### config.mk
export PLATFORM = sky130hd
export DESIGN_NAME = seq_pattern_tx
export DESIGN_NICKNAME = d
export VERILOG_FILES = /design/src/rtl/seq_pkg.sv /design/src/rtl/seq_tx_shifter.sv /design/src/rtl/seq_pattern_tx.sv
export SDC_FILE = /design/constraint.sdc
export NUM_CORES = 1
export LEC_CHECK = 0
export BUFFER_PORTS_ARGS = -buffer_cell sky130_fd_sc_hd__buf_2
export CAP_MARGIN = 10
export CORE_ASPECT_RATIO = 0.9
export CORE_MARGIN = 2
export CORE_UTILIZATION = 40
export CTS_BUF_LIST = sky130_fd_sc_hd__clkbuf_4 sky130_fd_sc_hd__clkbuf_8
export CTS_CLUSTER_SIZE = 28
export DETAILED_ROUTE_END_ITERATION = 8
export GPL_TIMING_DRIVEN = 0
export PLACE_DENSITY = 0.7
export SKIP_LAST_GASP = 1
export SLEW_MARGIN = 10
export SYNTH_ARGS = -nofsm -noshare
export SYNTH_HDL_FRONTEND = slang
export SYNTH_SLANG_ARGS = --single-unit
### constraint.sdc
create_clock -name Clock -period 1.6 [get_ports Clock]
set_input_delay 0.32 -clock Clock [delete_from_list [all_inputs] [get_ports Clock]]
set_output_delay 0.32 -clock Clock [all_outputs]
set_load 0.01 [all_outputs]
### src/rtl/seq_pkg.sv
// Shared definitions for the serial pattern transmitter and the 1101 detector.
package seq_pkg;

  typedef enum logic [1:0] {
    ST_IDLE = 2'd0,
    ST_SYNC = 2'd1,
    ST_DATA = 2'd2,
    ST_GAP  = 2'd3
  } seq_state_e;

  localparam logic [3:0] SEQ_SYNC_DEFAULT = 4'b1101;

  function automatic int seq_max3(input int a, input int b, input int c);
    int m;
    m = (a > b) ? a : b;
    return (m > c) ? m : c;
  endfunction

endpackage

### src/rtl/seq_tx_shifter.sv
// Parallel-load shift register feeding the serial output MSB-first.
module seq_tx_shifter #(
  parameter int W = 8
) (
  input  logic         i_clk,
  input  logic         i_rst,
  input  logic         i_load,
  input  logic         i_shift,
  input  logic [W-1:0] i_data,
  output logic         o_msb
);

  logic [W-1:0] r_sr;

  always_ff @(posedge i_clk) begin
    if (i_rst) begin
      r_sr <= '0;
    end else if (i_load) begin
      r_sr <= i_data;
    end else if (i_shift) begin
      r_sr <= r_sr << 1;
    end
  end

  assign o_msb = r_sr[W-1];

endmodule

### src/rtl/seq_pattern_tx.sv
// Framed serial transmitter: sync word, latched payload, then idle gap.
//   state   | meaning
//   IDLE    | Ready=1, waiting for Start; Dout=0
//   SYNC    | shifting the sync word out MSB-first
//   DATA    | shifting the latched payload out MSB-first; Done on last bit
//   GAP     | GAP idle cycles with Dout=0 before returning to IDLE
module seq_pattern_tx
  import seq_pkg::*;
#(
  parameter int                PAYLOAD_W = 8,
  parameter int                SYNC_W    = 4,
  parameter logic [SYNC_W-1:0] SYNC      = SEQ_SYNC_DEFAULT,
  parameter int                GAP       = 2
) (
  input  logic                 Clock,
  input  logic                 Reset,
  input  logic                 Start,
  input  logic [PAYLOAD_W-1:0] Data,
  output logic                 Ready,
  output logic                 Dout,
  output logic                 Busy,
  output logic                 Done
);

  localparam int MAXC  = seq_max3(SYNC_W, PAYLOAD_W, GAP);
  localparam int CNT_W = (MAXC < 2) ? 1 : $clog2(MAXC);

  localparam logic [CNT_W-1:0] SYNC_LAST = CNT_W'(SYNC_W - 1);
  localparam logic [CNT_W-1:0] DATA_LAST = CNT_W'(PAYLOAD_W - 1);
  localparam logic [CNT_W-1:0] GAP_LAST  = CNT_W'((GAP > 0) ? GAP - 1 : 0);
  localparam logic [CNT_W-1:0] CNT_ONE   = CNT_W'(1);

  seq_state_e       r_state;
  seq_state_e       w_state_nxt;
  logic [CNT_W-1:0] r_cnt;
  logic [CNT_W-1:0] w_cnt_nxt;
  logic             w_load;
  logic             w_shift;
  logic             w_msb;
  logic [SYNC_W-1:0] w_sync_vec;
  logic             w_cnt_zero;

  seq_tx_shifter #(
    .W (PAYLOAD_W)
  ) u_shifter (
    .i_clk   (Clock),
    .i_rst   (Reset),
    .i_load  (w_load),
    .i_shift (w_shift),
    .i_data  (Data),
    .o_msb   (w_msb)
  );

  always_ff @(posedge Clock) begin
    if (Reset) begin
      r_state <= ST_IDLE;
      r_cnt   <= '0;
    end else begin
      r_state <= w_state_nxt;
      r_cnt   <= w_cnt_nxt;
    end
  end

  assign w_cnt_zero = (r_cnt == '0);

  always_comb begin
    w_state_nxt = r_state;
    w_cnt_nxt   = r_cnt;
    w_load      = 1'b0;
    w_shift     = 1'b0;
    unique case (r_state)
      ST_IDLE: begin
        if (Start) begin
          w_load      = 1'b1;
          w_state_nxt = ST_SYNC;
          w_cnt_nxt   = SYNC_LAST;
        end
      end
      ST_SYNC: begin
        if (w_cnt_zero) begin
          w_state_nxt = ST_DATA;
          w_cnt_nxt   = DATA_LAST;
        end else begin
          w_cnt_nxt = r_cnt - CNT_ONE;
        end
      end
      ST_DATA: begin
        w_shift = 1'b1;
        if (w_cnt_zero) begin
          // A zero-length gap drops straight back to IDLE for one cycle.
          if (GAP > 0) begin
            w_state_nxt = ST_GAP;
            w_cnt_nxt   = GAP_LAST;
          end else begin
            w_state_nxt = ST_IDLE;
          end
        end else begin
          w_cnt_nxt = r_cnt - CNT_ONE;
        end
      end
      ST_GAP: begin
        if (w_cnt_zero) begin
          w_state_nxt = ST_IDLE;
        end else begin
          w_cnt_nxt = r_cnt - CNT_ONE;
        end
      end
      default: begin
        w_state_nxt = ST_IDLE;
        w_cnt_nxt   = '0;
      end
    endcase
  end

  assign w_sync_vec = SYNC >> r_cnt;

  always_comb begin
    Dout = 1'b0;
    unique case (r_state)
      ST_SYNC: Dout = w_sync_vec[0];
      ST_DATA: Dout = w_msb;
      default: Dout = 1'b0;
    endcase
  end

  assign Ready = (r_state == ST_IDLE);
  assign Busy  = (r_state != ST_IDLE);
  assign Done  = (r_state == ST_DATA) && w_cnt_zero;

endmodule

==> Word level (Yosys, flattened, before mapping) <==
Index checks and enable logic that the tools add are counted.
{ "totals": {"reg_bits": 13, "latch_bits": 0, "ram_bits": 0, "rom_bits": 0, "in_bits": 11, "out_inout_bits": 4, "word_cells": 36, "mem_count": 0} }
{ "op_classes": {"addsub": 1, "multipliers": 0, "div": 0, "magnitude_cmp": 0, "eq_ne": 8, "shift": 1, "mux": 16, "bitwise": 0, "n_reduce_logical": 7} }
{ "op_table": {"columns": ["cell", "n"], "rows": [
  ["$mux W8", 2],
  ["$mux W3", 4],
  ["$pmux W3 S4", 1],
  ["$ne A2 B2 Y1 const B", 5],
  ["$mux W2", 4],
  ["$pmux W2 S4", 1],
  ["$eq A2 B2 Y1 const B", 2],
  ["$reduce_and A4 Y1", 1],
  ["$reduce_bool A2 Y1", 2],
  ["$shr A4 B3 Y1 const A", 1],
  ["$logic_not A3 Y1", 1],
  ["$mux W1", 3],
  ["$sub A3 B1 Y3 const B", 1],
  ["$eq A2 B1 Y1 const B", 1],
  ["$logic_not A2 Y1", 1],
  ["$pmux W1 S2", 1],
  ["$reduce_and A2 Y1", 1],
  ["$logic_and A1 B1 Y1", 1]
]} }

==> Longest topological paths before layout <==
{ "logic_depth": {"ltp_word": 4, "ltp_mapped": 7, "depth_no_buf": 6} }

==> Modules after synthesis <==
A second synthesis with hierarchy kept.
{ "unflattened": {"hier_cells": 85, "area_unflattened_um2": 798.3} }
{ "by_module_without_submodules": {"columns": ["mod", "n_inst", "cells_per_inst", "area_each_um2", "seq_area_each_um2"], "rows": [
  ["seq_pattern_tx", 1, 50, 429.2, 100.1],
  ["seq_tx_shifter", 1, 35, 369.1, 160.2]
]} }

==> Least setup slack after synthesis <==
No wires, ideal clock.
{ "synth_timing": {"kind": "reg-to-output", "from": "register r_state[0]", "to": "output Dout", "t_arrival_ns": 1.203, "required_ns": 1.280, "setup_slack_ns": 0.077, "stages_incl_launch_ff": 7, "n_path_buf": 2, "path_cell_list": "dfxtp_1 -> inv_1 -> ha_1 -> buf_2 -> buf_2 -> a21oi_1 -> nor2b_1"} }
{ "synth_between": {"elab_chain_cells": 2, "word_cells_on_any_way": 3, "cone_classes": "eq/ne: 2; mux: 1"} }
{ "synth_rtl": {"columns": ["element", "line", "rtl"], "rows": [
  ["start, declared", "seq_pattern_tx.sv:33", "seq_state_e r_state;"],
  ["start signal, assigned", "seq_pattern_tx.sv:59", "r_state <= w_state_nxt;"],
  ["$eq A2 B2 Y1 or $eq A2 B1 Y1 (tied branches)", "seq_pattern_tx.sv:119", "unique case (r_state)"],
  ["$pmux W1 S2 (*)", "seq_pattern_tx.sv:119", null],
  ["end, declared", "seq_pattern_tx.sv:20", "output logic Dout,"]
]} }
Every way passes the cells marked *; elsewhere a longest branch is shown, timed or not.

==> Final worst setup path <==
{ "layout_timing": {"from": "register r_cnt[1]", "to": "output Dout"} }
{ "layout_between": {"elab_chain_cells": 2} }
{ "layout_rtl": {"columns": ["element", "line", "rtl"], "rows": [
  ["start, declared", "seq_pattern_tx.sv:35", "logic [CNT_W-1:0] r_cnt;"],
  ["start signal, assigned", "seq_pattern_tx.sv:60", "r_cnt <= w_cnt_nxt;"],
  ["$shr A4 B3 Y1", "seq_pattern_tx.sv:115", "assign w_sync_vec = SYNC >> r_cnt;"],
  ["$pmux W1 S2", "seq_pattern_tx.sv:119", null]
]} }
No other way between the ends.

==> metrics.md <==
| Metric | Value |
|---|---|
| Status | finished with violations |
| Failing checks | setup timing |
| Initial antenna violation count | 0 |
| Critical path fanouts, max | 3 |
| Slowest cell delay on critical path | 0.36 ns |
| Port Buffer Count | 14 |
| Share of the synthesized area in the top cell type | about a third |
| CTS Buffer Depth | 2 |
| Flop and latch count out of synthesis | 13 |
| Synthesized cell area | approximately 800 um2 |
| Vias in the first global route | between 600 and 700 |
| Core Footprint | 0.00191 mm2 |
| Final RePlAce weighted congestion | between 0.8 and 0.9 |
| First DRT Iteration DRCs | 21 |
| Synth cell count leaders | dfxtp_1 (13), nor2_1 (11), ha_1 (8) |
| Area leader, netlist | dfxtp_1 |
| Initial core utilization | around 42% |
| Clock tree sinks | 13 |
| Clk_lat worst skew | approximately 0.28 ns |
| Final Hold Viols | 0 |
| Post-Synthesis Cells | 91 |
| Filler cell count | roughly 170 |
| Worst Setup End Kind | output pin |
| Gr usage total | between 10% and 20% |
| Placed Instances | 130 |
| Worst VDD drop | 0.00109 V |
| H-tree Lvls | 1 |
| Non-Filler Instances | roughly 140 |
| Worst slew margin relative to its limit | 69.4% |
| Ys Warns | 0 |
| Die Wd | between 50 and 60 um |
| Setup repair after global routing missed its margin | true |
| PwrDens | 1720 mW/mm2 |
| Root Buffer | clkbuf_4 |
| Cts bufs inserted | 3 |
| First-pass GRT wire length | between 2 and 3 mm |
| Max Freq | roughly 610 MHz |
| Worst Setup Start Kind | flip-flop |
| Syn Nets | 110 |
| Worst-path clk slew | ~0.080 ns |
| DR WL/cell | 13.0 um |
| Final min period | around 1.7 ns |
| LEAKAGE | between 0.0004 and 0.0005 uW |
| Setup TNS | -0.0740 ns |
| Die area | approximately 0.0024 mm2 |
| Layout area overhead | 38.8% |
| Cell row count | 15 |
| Skew final | 0.00722 ns |
| Diode count | 0 |
| Worst path cell trace | inv_4 > ha_4 > nor3b_4 > a21oi_2 > nor2b_1 > buf_2 |
| Critical Path AT | roughly 1.3 ns |
| Layout cells sized above 1 | between 40% and 50% |
| Slew at the pin closest to its max-slew limit | roughly 0.46 ns |
| Final setup fails | 3 |
| Dominant synthesized flop cell | dfxtp_1 |
| Seq/Total Area, Yosys | between 30% and 40% |
| Distinct cells, synth | 30 |
| IO Pins | 15 |
| Remaining DRCs | 0 |
| Hold WC Path Type | in -> reg |
| Setup ws final | -0.0519 ns |
| TritonRoute pass-1 iters | 4 |
| MaxCap Viol Count | 0 |
| Total number of vias | 751 |
| Largest cells by area after synthesis | dfxtp_1 (32%), ha_1 (12%), mux2i_1 (8.7%), a211oi_1 (6.5%), nor2_1 (5.1%) |
| Die height | between 40 and 50 um |
| Post-route ant nets | 0 |
| Slew Viols, Final | 0 |
| Worst EP required | 1.28 ns |
| CP max-delay cell | dfxtp_2 |
| Avg Inst Size Synth | 8.85 um2 |
| Post-synth EDFFs | 0 |
| Final worst-path cycle share | 103% |
| Final net count | 138 |
| Tot Pwr | 1930 uW |
| Count leader, synth | dfxtp_1 |
| GR Overflow Total | 0 |
| Detailed Place HPWL | between 1 and 1.5 mm |
| Post-synthesis async set-or-reset flop share | 0% |
| Hold_ws | 0.270 ns |
| CTS tree | yes |
| Detailed Route WL | 1.86 mm |
| Vias per inst | 5.25 |
| Critical path class | reg -> out |
| Largest net degree at the start of global routing | 16 |
[worst max-delay path: cells and delay by family, from the launching register on]
kind                     cells  cell delay (ns)
AND/OR/NAND/NOR              2             0.30
flip-flops                   1             0.36
adder cells (fa/ha/maj)      1             0.16
buffers and inverters        2             0.19
AO/OA/AOI/OAI                1             0.05
[cell usage in the layout (no fill, tap or decap), types with 2 or more instances in the layout]
| cell type | Yosys | final |
|---|---|---|
| nor3_1 | 2 | 2 |
| a211oi_1 | 7 | 7 |
| nor2_1 | 11 | 11 |
| buf_4 | 0 | 10 |
| ha_4 | 0 | 4 |
| inv_4 | 0 | 3 |
| dfxtp_1 | 13 | 9 |
| dfxtp_4 | 0 | 2 |
| ha_1 | 8 | 4 |
| o21ai_0 | 2 | 2 |
| mux2i_1 | 7 | 7 |
| nand2_1 | 4 | 4 |
| a21oi_2 | 2 | 4 |
| and2_1 | 2 | 2 |
| dfxtp_2 | 0 | 2 |
| a21oi_1 | 7 | 5 |
| buf_2 | 2 | 14 |
| clkbuf_4 | 0 | 4 |
[cell type report]
class	instances	area [um2]	share of cell area, %
buffer	2	18.8	1.68
multi-input combinational	69	586	52.3
timing repair buffer	25	156	14.0
clock buffer	4	30.0	2.68
tap	25	31.3	2.80
sequential	13	270	24.2
inverter	5	26.3	2.35
[what timing repair did]
item,4_1_cts,5_1_grt
endpoints found under the setup margin,7,6
pin swaps,4,0
resized for setup,28,3
hold buffers,0,0
buffers inserted,9,2
[worst paths after layout]
kind,endpoint,cells after the start,slack (ns),startpoint
worst max-delay path,Dout,6,-0.05,r_cnt[1]$_SDFFE_PP0P_
worst min-delay path,r_cnt[2]$_SDFFE_PP0P_,2,0.27,Reset
worst max register to register,r_state[1]$_SDFFE_PP0P_,6,-0.02,r_state[0]$_SDFFE_PP0P_
worst min register to register,u_shifter.r_sr[0]$_SDFFE_PP0P_,2,0.49,u_shifter.r_sr[0]$_SDFFE_PP0P_
[sequential cells by signal (all words and copies together), names as in the netlist]
name and flops:
u_shifter.r_sr 8, r_cnt 3, r_state 2
[metrics by stage]
step,area [um2],worst slack [ns],utilization (%)
floorplan,806,0.0772,-
finish,1120,-0.0519,58.4
CTS,1090,-0.0467,57.1
detailed placement,907,-0.123,47.4
global route,1120,-0.116,58.4
global placement,907,-0.0910,47.4
[logic make-up after synthesis]
| logic type | Yosys count | share of synthesized area [%] |
|---|---|---|
| DFF | 13 | 32.3 |
| buffers and inverters | 9 | 4.50 |
| adders and majority gates | 8 | 12.4 |
| AOI/OAI and AO/OA | 24 | 21.3 |
| muxes | 7 | 8.70 |
| and+or+nand+nor | 30 | 20.8 |
[metal layers]
| layer | track usage [%] | part of all wire [%] |
|---|---|---|
| met5 | 0 | 0 |
| met4 | 8.95 | 0.65 |
| met3 | 3.25 | 4.0 |
| met2 | 29.4 | 50 |
| met1 | 20.1 | 45 |
[power by group]
group | switching (uW) | internal, uW | total [uW] | leakage (uW)
clock | 107 | 114 | 221 | 0.0000184
combinational | 566 | 588 | 1150 | 0.000329
sequential | 102 | 451 | 553 | 0.000109
total | 775 | 1150 | 1930 | 0.000457
Power figures use the tool's default switching activity.
